### src/rtl/comp_line_fill_engine.sv
// Line-fill engine: fetches one cache line word-by-word (optionally critical word first),
// builds raw and dictionary-key lines side by side, and hands the line to exactly one icache.
module comp_line_fill_engine #(
  parameter int NUM_BLOCKS = 4,
  parameter int KEY_WIDTH  = 16,
  parameter int CWF        = 1,
  parameter int CNT_WIDTH  = 16
) (
  input  logic                            clk,
  input  logic                            reset,
  input  logic                            miss_valid,
  output logic                            miss_ready,
  input  logic [31:0]                     miss_addr,
  input  logic                            comp_enable,
  output logic                            mem_req_valid,
  input  logic                            mem_req_ready,
  output logic [31:0]                     mem_req_addr,
  input  logic [31:0]                     mem_req_rdata,
  output logic [31:0]                     dict_lookup_word,
  input  logic                            dict_hit,
  input  logic [KEY_WIDTH-1:0]            dict_key,
  output logic                            raw_fill_valid,
  input  logic                            raw_fill_ready,
  output logic                            comp_fill_valid,
  input  logic                            comp_fill_ready,
  output logic [31:0]                     fill_addr,
  output logic [32*NUM_BLOCKS-1:0]        raw_fill_data,
  output logic [KEY_WIDTH*NUM_BLOCKS-1:0] comp_fill_data,
  output logic                            busy,
  output logic [CNT_WIDTH-1:0]            stat_fills,
  output logic [CNT_WIDTH-1:0]            stat_comp_fills
);

  localparam int OFF_W = $clog2(NUM_BLOCKS);
  localparam logic [OFF_W-1:0] LAST_IDX = OFF_W'(NUM_BLOCKS - 1);

  typedef enum logic [1:0] {IDLE, FETCH, DELIVER} state_t;

  state_t                          state;
  logic [31:0]                     base;
  logic [OFF_W-1:0]                widx;
  logic [OFF_W-1:0]                cnt;
  logic                            comp_ok;
  logic [32*NUM_BLOCKS-1:0]        raw_line;
  logic [KEY_WIDTH*NUM_BLOCKS-1:0] comp_line;
  logic                            word_comp_ok;
  logic                            fill_done;

  assign mem_req_addr     = base | {{(30-OFF_W){1'b0}}, widx, 2'b00};
  assign dict_lookup_word = mem_req_rdata;
  assign fill_addr        = base;
  assign raw_fill_data    = raw_line;
  assign comp_fill_data   = comp_line;

  // The line stays compressible only if every word so far, including this one, hit.
  assign word_comp_ok = comp_ok & dict_hit;
  assign fill_done    = (comp_fill_valid & comp_fill_ready) | (raw_fill_valid & raw_fill_ready);

  // NOTE: all state, including the line buffers, is updated with non-blocking assignments
  // and cleared on reset so a fill aborted by reset can never leak stale words.
  always_ff @(posedge clk) begin
    if (reset) begin
      state           <= IDLE;
      base            <= '0;
      widx            <= '0;
      cnt             <= '0;
      comp_ok         <= 1'b0;
      raw_line        <= '0;
      comp_line       <= '0;
      miss_ready      <= 1'b1;
      busy            <= 1'b0;
      mem_req_valid   <= 1'b0;
      raw_fill_valid  <= 1'b0;
      comp_fill_valid <= 1'b0;
      stat_fills      <= '0;
      stat_comp_fills <= '0;
    end else begin
      unique case (state)
        IDLE: begin
          if (miss_valid) begin
            base          <= {miss_addr[31:OFF_W+2], {(OFF_W+2){1'b0}}};
            widx          <= (CWF != 0) ? miss_addr[OFF_W+1:2] : '0;
            cnt           <= '0;
            comp_ok       <= comp_enable;
            miss_ready    <= 1'b0;
            busy          <= 1'b1;
            mem_req_valid <= 1'b1;
            state         <= FETCH;
          end
        end
        FETCH: begin
          if (mem_req_ready) begin
            raw_line[32*widx +: 32]               <= mem_req_rdata;
            comp_line[KEY_WIDTH*widx +: KEY_WIDTH] <= dict_key;
            comp_ok <= word_comp_ok;
            widx    <= widx + 1'b1;
            cnt     <= cnt + 1'b1;
            if (cnt == LAST_IDX) begin
              mem_req_valid   <= 1'b0;
              comp_fill_valid <= word_comp_ok;
              raw_fill_valid  <= ~word_comp_ok;
              state           <= DELIVER;
            end
          end
        end
        DELIVER: begin
          if (fill_done) begin
            raw_fill_valid  <= 1'b0;
            comp_fill_valid <= 1'b0;
            miss_ready      <= 1'b1;
            busy            <= 1'b0;
            if (stat_fills != '1) stat_fills <= stat_fills + 1'b1;
            if (comp_fill_valid && stat_comp_fills != '1) stat_comp_fills <= stat_comp_fills + 1'b1;
            state <= IDLE;
          end
        end
        default: state <= IDLE;
      endcase
    end
  end

endmodule

### config.mk
export PLATFORM = sky130hd
export DESIGN_NAME = comp_line_fill_engine
export DESIGN_NICKNAME = d
export VERILOG_FILES = /design/src/rtl/comp_line_fill_engine.sv
export SDC_FILE = /design/constraint.sdc
export NUM_CORES = 1
export LEC_CHECK = 0
export BUFFER_PORTS_ARGS = -buffer_cell sky130_fd_sc_hd__buf_4
export CORE_AREA = 2 2 159 161
export CTS_CLUSTER_DIAMETER = 150
export CTS_CLUSTER_SIZE = 30
export DETAILED_ROUTE_END_ITERATION = 8
export DIE_AREA = 0 0 161 163
export PLACE_DENSITY = 0.75
export SYNTH_ARGS = -nofsm -noshare
export SYNTH_HDL_FRONTEND = slang
export SYNTH_SLANG_ARGS = --single-unit
### constraint.sdc
create_clock -name clk -period 2 [get_ports clk]
set_input_delay 0.2 -clock clk [delete_from_list [all_inputs] [get_ports clk]]
set_output_delay 0.2 -clock clk [all_outputs]
set_load 0.05 [all_outputs]
==> results.py <==
metrics = {
    "pwr": {
        "leakage_nw": 5.88,
        "ir_drop_uv": 521,
        "power_density_mw_per_mm2": 679,
    },
    "min_path": {
        "worstHoldStart": "mem_req_rdata[1]",
        "holdCritPathClass": "input pin to flop",
    },
    "run": {
        "drv_cap": 0,
    },
    "route": {
        "drt_iter0_drc": 915,
        "vias": 11100,
        "wl_per_cell_um": 19.4,
        "routed_wl_mm": 39.1,
        "routed_via_density": 5.52,
        "drc": 0,
        "antenna_left": 0,
        "dr.pass1.iters": 6,
    },
    "placement": {
        "hpwl_mm": 24.5,
        "portBuffers": 404,
        "gp_congestion": 0.858,
    },
    "global_routing": {
        "grt_pass1_vias": 10200,
        "antenna_found_initial": 0,
        "grt_overflow_total": 0,
        "grt_pass1_wl_mm": 56.4,
        "grt.total_usage_pct": 26.6,
        "grt_max_degree": 100,
    },
    "logic_synthesis": {
        "syn_avg_cell_area_um2": 8.05,
        "syn_area_mm2": 0.0106,
        "synth_cell_types": 49,
        "yosysSeqAreaShare_pct": 49.7,
        "yosysTopAreaCellShare_pct": 49.7,
        "synth_seq_cells": 264,
        "yosys-top-cells-area": "dfxtp_1 (50%), a21oi_1 (12%), nand3_1 (9.7%)",
        "netlist_instances": 1321,
        "yosysTopAreaCell": "dfxtp_1",
        "synth_flop_cell": "dfxtp_1",
        "yosysWarnings": 0,
        "async_flop_share_pct": 0,
        "synth_edf_count": 0,
    },
    "die": {
        "start_util_pct": 43.1,
        "core_area_mm2": 0.0247,
        "io_pins": 413,
        "die_y_um": 163,
        "die-width_um": 161,
        "row_count": 58,
        "die-area_mm2": 0.0262,
    },
    "timing": {
        "setup_viol": 0,
        "period_minus_slack_ps": 1980,
        "finalCritPeriodShare_pct": 99.0,
        "slew_headroom_pct": 54.6,
        "fin_skew_ps": 20.7,
        "slew_violations": 0,
        "finalHoldViolCount": 0,
        "whs_ps": 8.06,
        "worstMarginPinSlew_ps": 681,
        "fmax_ghz": 0.505,
    },
    "status": {
        "status": "finished clean",
    },
    "clock_tree": {
        "clock_sinks": 264,
        "cts-root-buf": "clkbuf_16",
        "cts_tree": "yes",
        "htreeDepth": 1,
        "cts_buffer_depth": 3,
        "cts_buffers": 12,
        "clock_latency_ps": 500,
        "clk_pin_slew_worst_paths_ps": 120,
    },
    "finish": {
        "layout-drive-gt1-share_pct": 31.0,
        "final_nets": 1782,
        "syn2layout_area_growth_pct": 40.1,
        "diodes": 0,
        "utilization_pct": 60.3,
    },
    "worst_setup_path": {
        "crit_family": "buffers and inverters",
        "setup.worst_path.end_class": "flop",
        "r2r-start": "widx[0]$_SDFFE_PP0P_",
        "startpoint_type": "flop",
        "critPathKind": "flop to flop",
        "crit_start": "widx[0]$_SDFFE_PP0P_",
        "max_stage_delay_ps": 430,
        "cp_max_fo": 24,
        "required_ps": 2430,
        "cpMaxStageDelayCell": "dfxtp_4",
        "crit_arrival_ps": 2410,
        "critPathBufInv": 3,
        "cp_cell_sequence": "clkinvlp_4 > ha_4 > nor3b_4 > buf_4 > buf_6 > nand3_1 > a21oi_1",
    },
}
[logic make-up after synthesis]
family	Yosys count	synth area share, %
AOI/OAI and AO/OA	282	14.1
adders and majority gates	8	0.942
buffers and inverters	179	8.81
DFF	264	49.7
muxes	11	1.15
other	1	0.0353
and+or+nand+nor	576	25.2
[report_power, final]
part | switching [W] | leakage (nW) | internal (W)
sequential | 0.0000605 | 2.15 | 0.00532
clock | 0.00170 | 0.165 | 0.00119
combinational | 0.00124 | 3.56 | 0.000595
total | 0.00300 | 5.88 | 0.00711
[layout by cell type, fill, tap and decap left out, types with 5 or more instances in the layout]
cell type	instances
a21oi_1	246
buf_12	8
buf_4	428
buf_6	5
clkbuf_16	17
conb_1	6
dfxtp_1	236
dfxtp_2	20
dfxtp_4	8
dlygate4sd3_1	71
ha_1	6
inv_1	7
mux2_2	9
nand2_1	261
nand3_1	207
nand4_1	10
nor2_1	22
nor2b_1	10
nor4_1	5
o21ai_0	7
o31ai_1	14
or3_1	5
or4_1	15
[layout make-up]
class / instances / area, um2
clock buffer: 14 / 329
fill: 2124 / 9780
clock inverter: 1 / 8.76
timing repair buffer: 517 / 4250
sequential: 264 / 5340
inverter: 8 / 33.8
multi-input combinational: 883 / 4510
tap: 330 / 413
[per-layer routing]
layer	up-vias	global-route usage, %	routed length (um)
met5	-	0	0
met4	0	9.05	1400
met1	5249	32.9	15000
li1	5171	-	-
met2	616	45.6	18700
met3	102	6.49	4020
[Yosys cell counts (9+ instances only)]
| cell type | n |
|---|---|
| a21oi_1 | 246 |
| nand4_1 | 10 |
| or4_1 | 15 |
| nand3_1 | 207 |
| dfxtp_1 | 264 |
| mux2_2 | 9 |
| buf_4 | 66 |
| nor2b_1 | 10 |
| nor2_1 | 22 |
| o31ai_1 | 14 |
| clkbuf_1 | 92 |
| nand2_1 | 265 |
[per-stage QoR]
| step | cell area (um2) | setup WS, ps | setup TNS, ps | power (W) | cells |
|---|---|---|---|---|---|
| after floorplan | 10700 | 0.752 | 0 | 0.00650 | 1326 |
| after global placement | 13700 | 129 | 0 | 0.00704 | 1921 |
| after detailed placement | 13700 | 74.6 | 0 | 0.00706 | 1921 |
| after CTS | 14700 | 53.7 | 0 | 0.00999 | 2007 |
| after global routing | 14900 | -37.9 | -662 | 0.0104 | 2017 |
| final | 14900 | 19.3 | 0 | 0.0101 | 2017 |
[sequential cells by signal (all words and copies together) (netlist names)]
register and cells:
widx 2, stat_fills 16, comp_fill_data 64, mem_req_valid 1
busy 1, comp_fill_valid 1, stat_comp_fills 16, comp_ok 1
raw_fill_data 128, cnt 2, miss_ready 1, fill_addr 28
state 2, raw_fill_valid 1
[worst paths after layout]
kind / slack [ps] / cells after the start / endpoint
worst max-delay path: 20 / 7 / raw_fill_data[74]$_SDFFE_PP0P_
worst min-delay path: 8 / 3 / raw_fill_data[97]$_SDFFE_PP0P_
worst max register to register: 20 / 7 / raw_fill_data[74]$_SDFFE_PP0P_
worst min register to register: 460 / 2 / raw_fill_data[124]$_SDFFE_PP0P_
[worst register-to-register path: stages, from the launching register on]
cell        delay (ps)
dfxtp_4            430
clkinvlp_4         190
ha_4               370
nor3b_4            190
buf_4              180
buf_6              270
nand3_1            120
a21oi_1            160
[repair_timing]
action | CTS | global route
hold buffers | 71 | 0
setup buffers | 0 | 5
endpoints found under the setup margin | 0 | 62
hold endpoints to repair | 170 | 0
gates resized for setup | 0 | 13
Note: power is estimated with default switching activity, not from simulation.
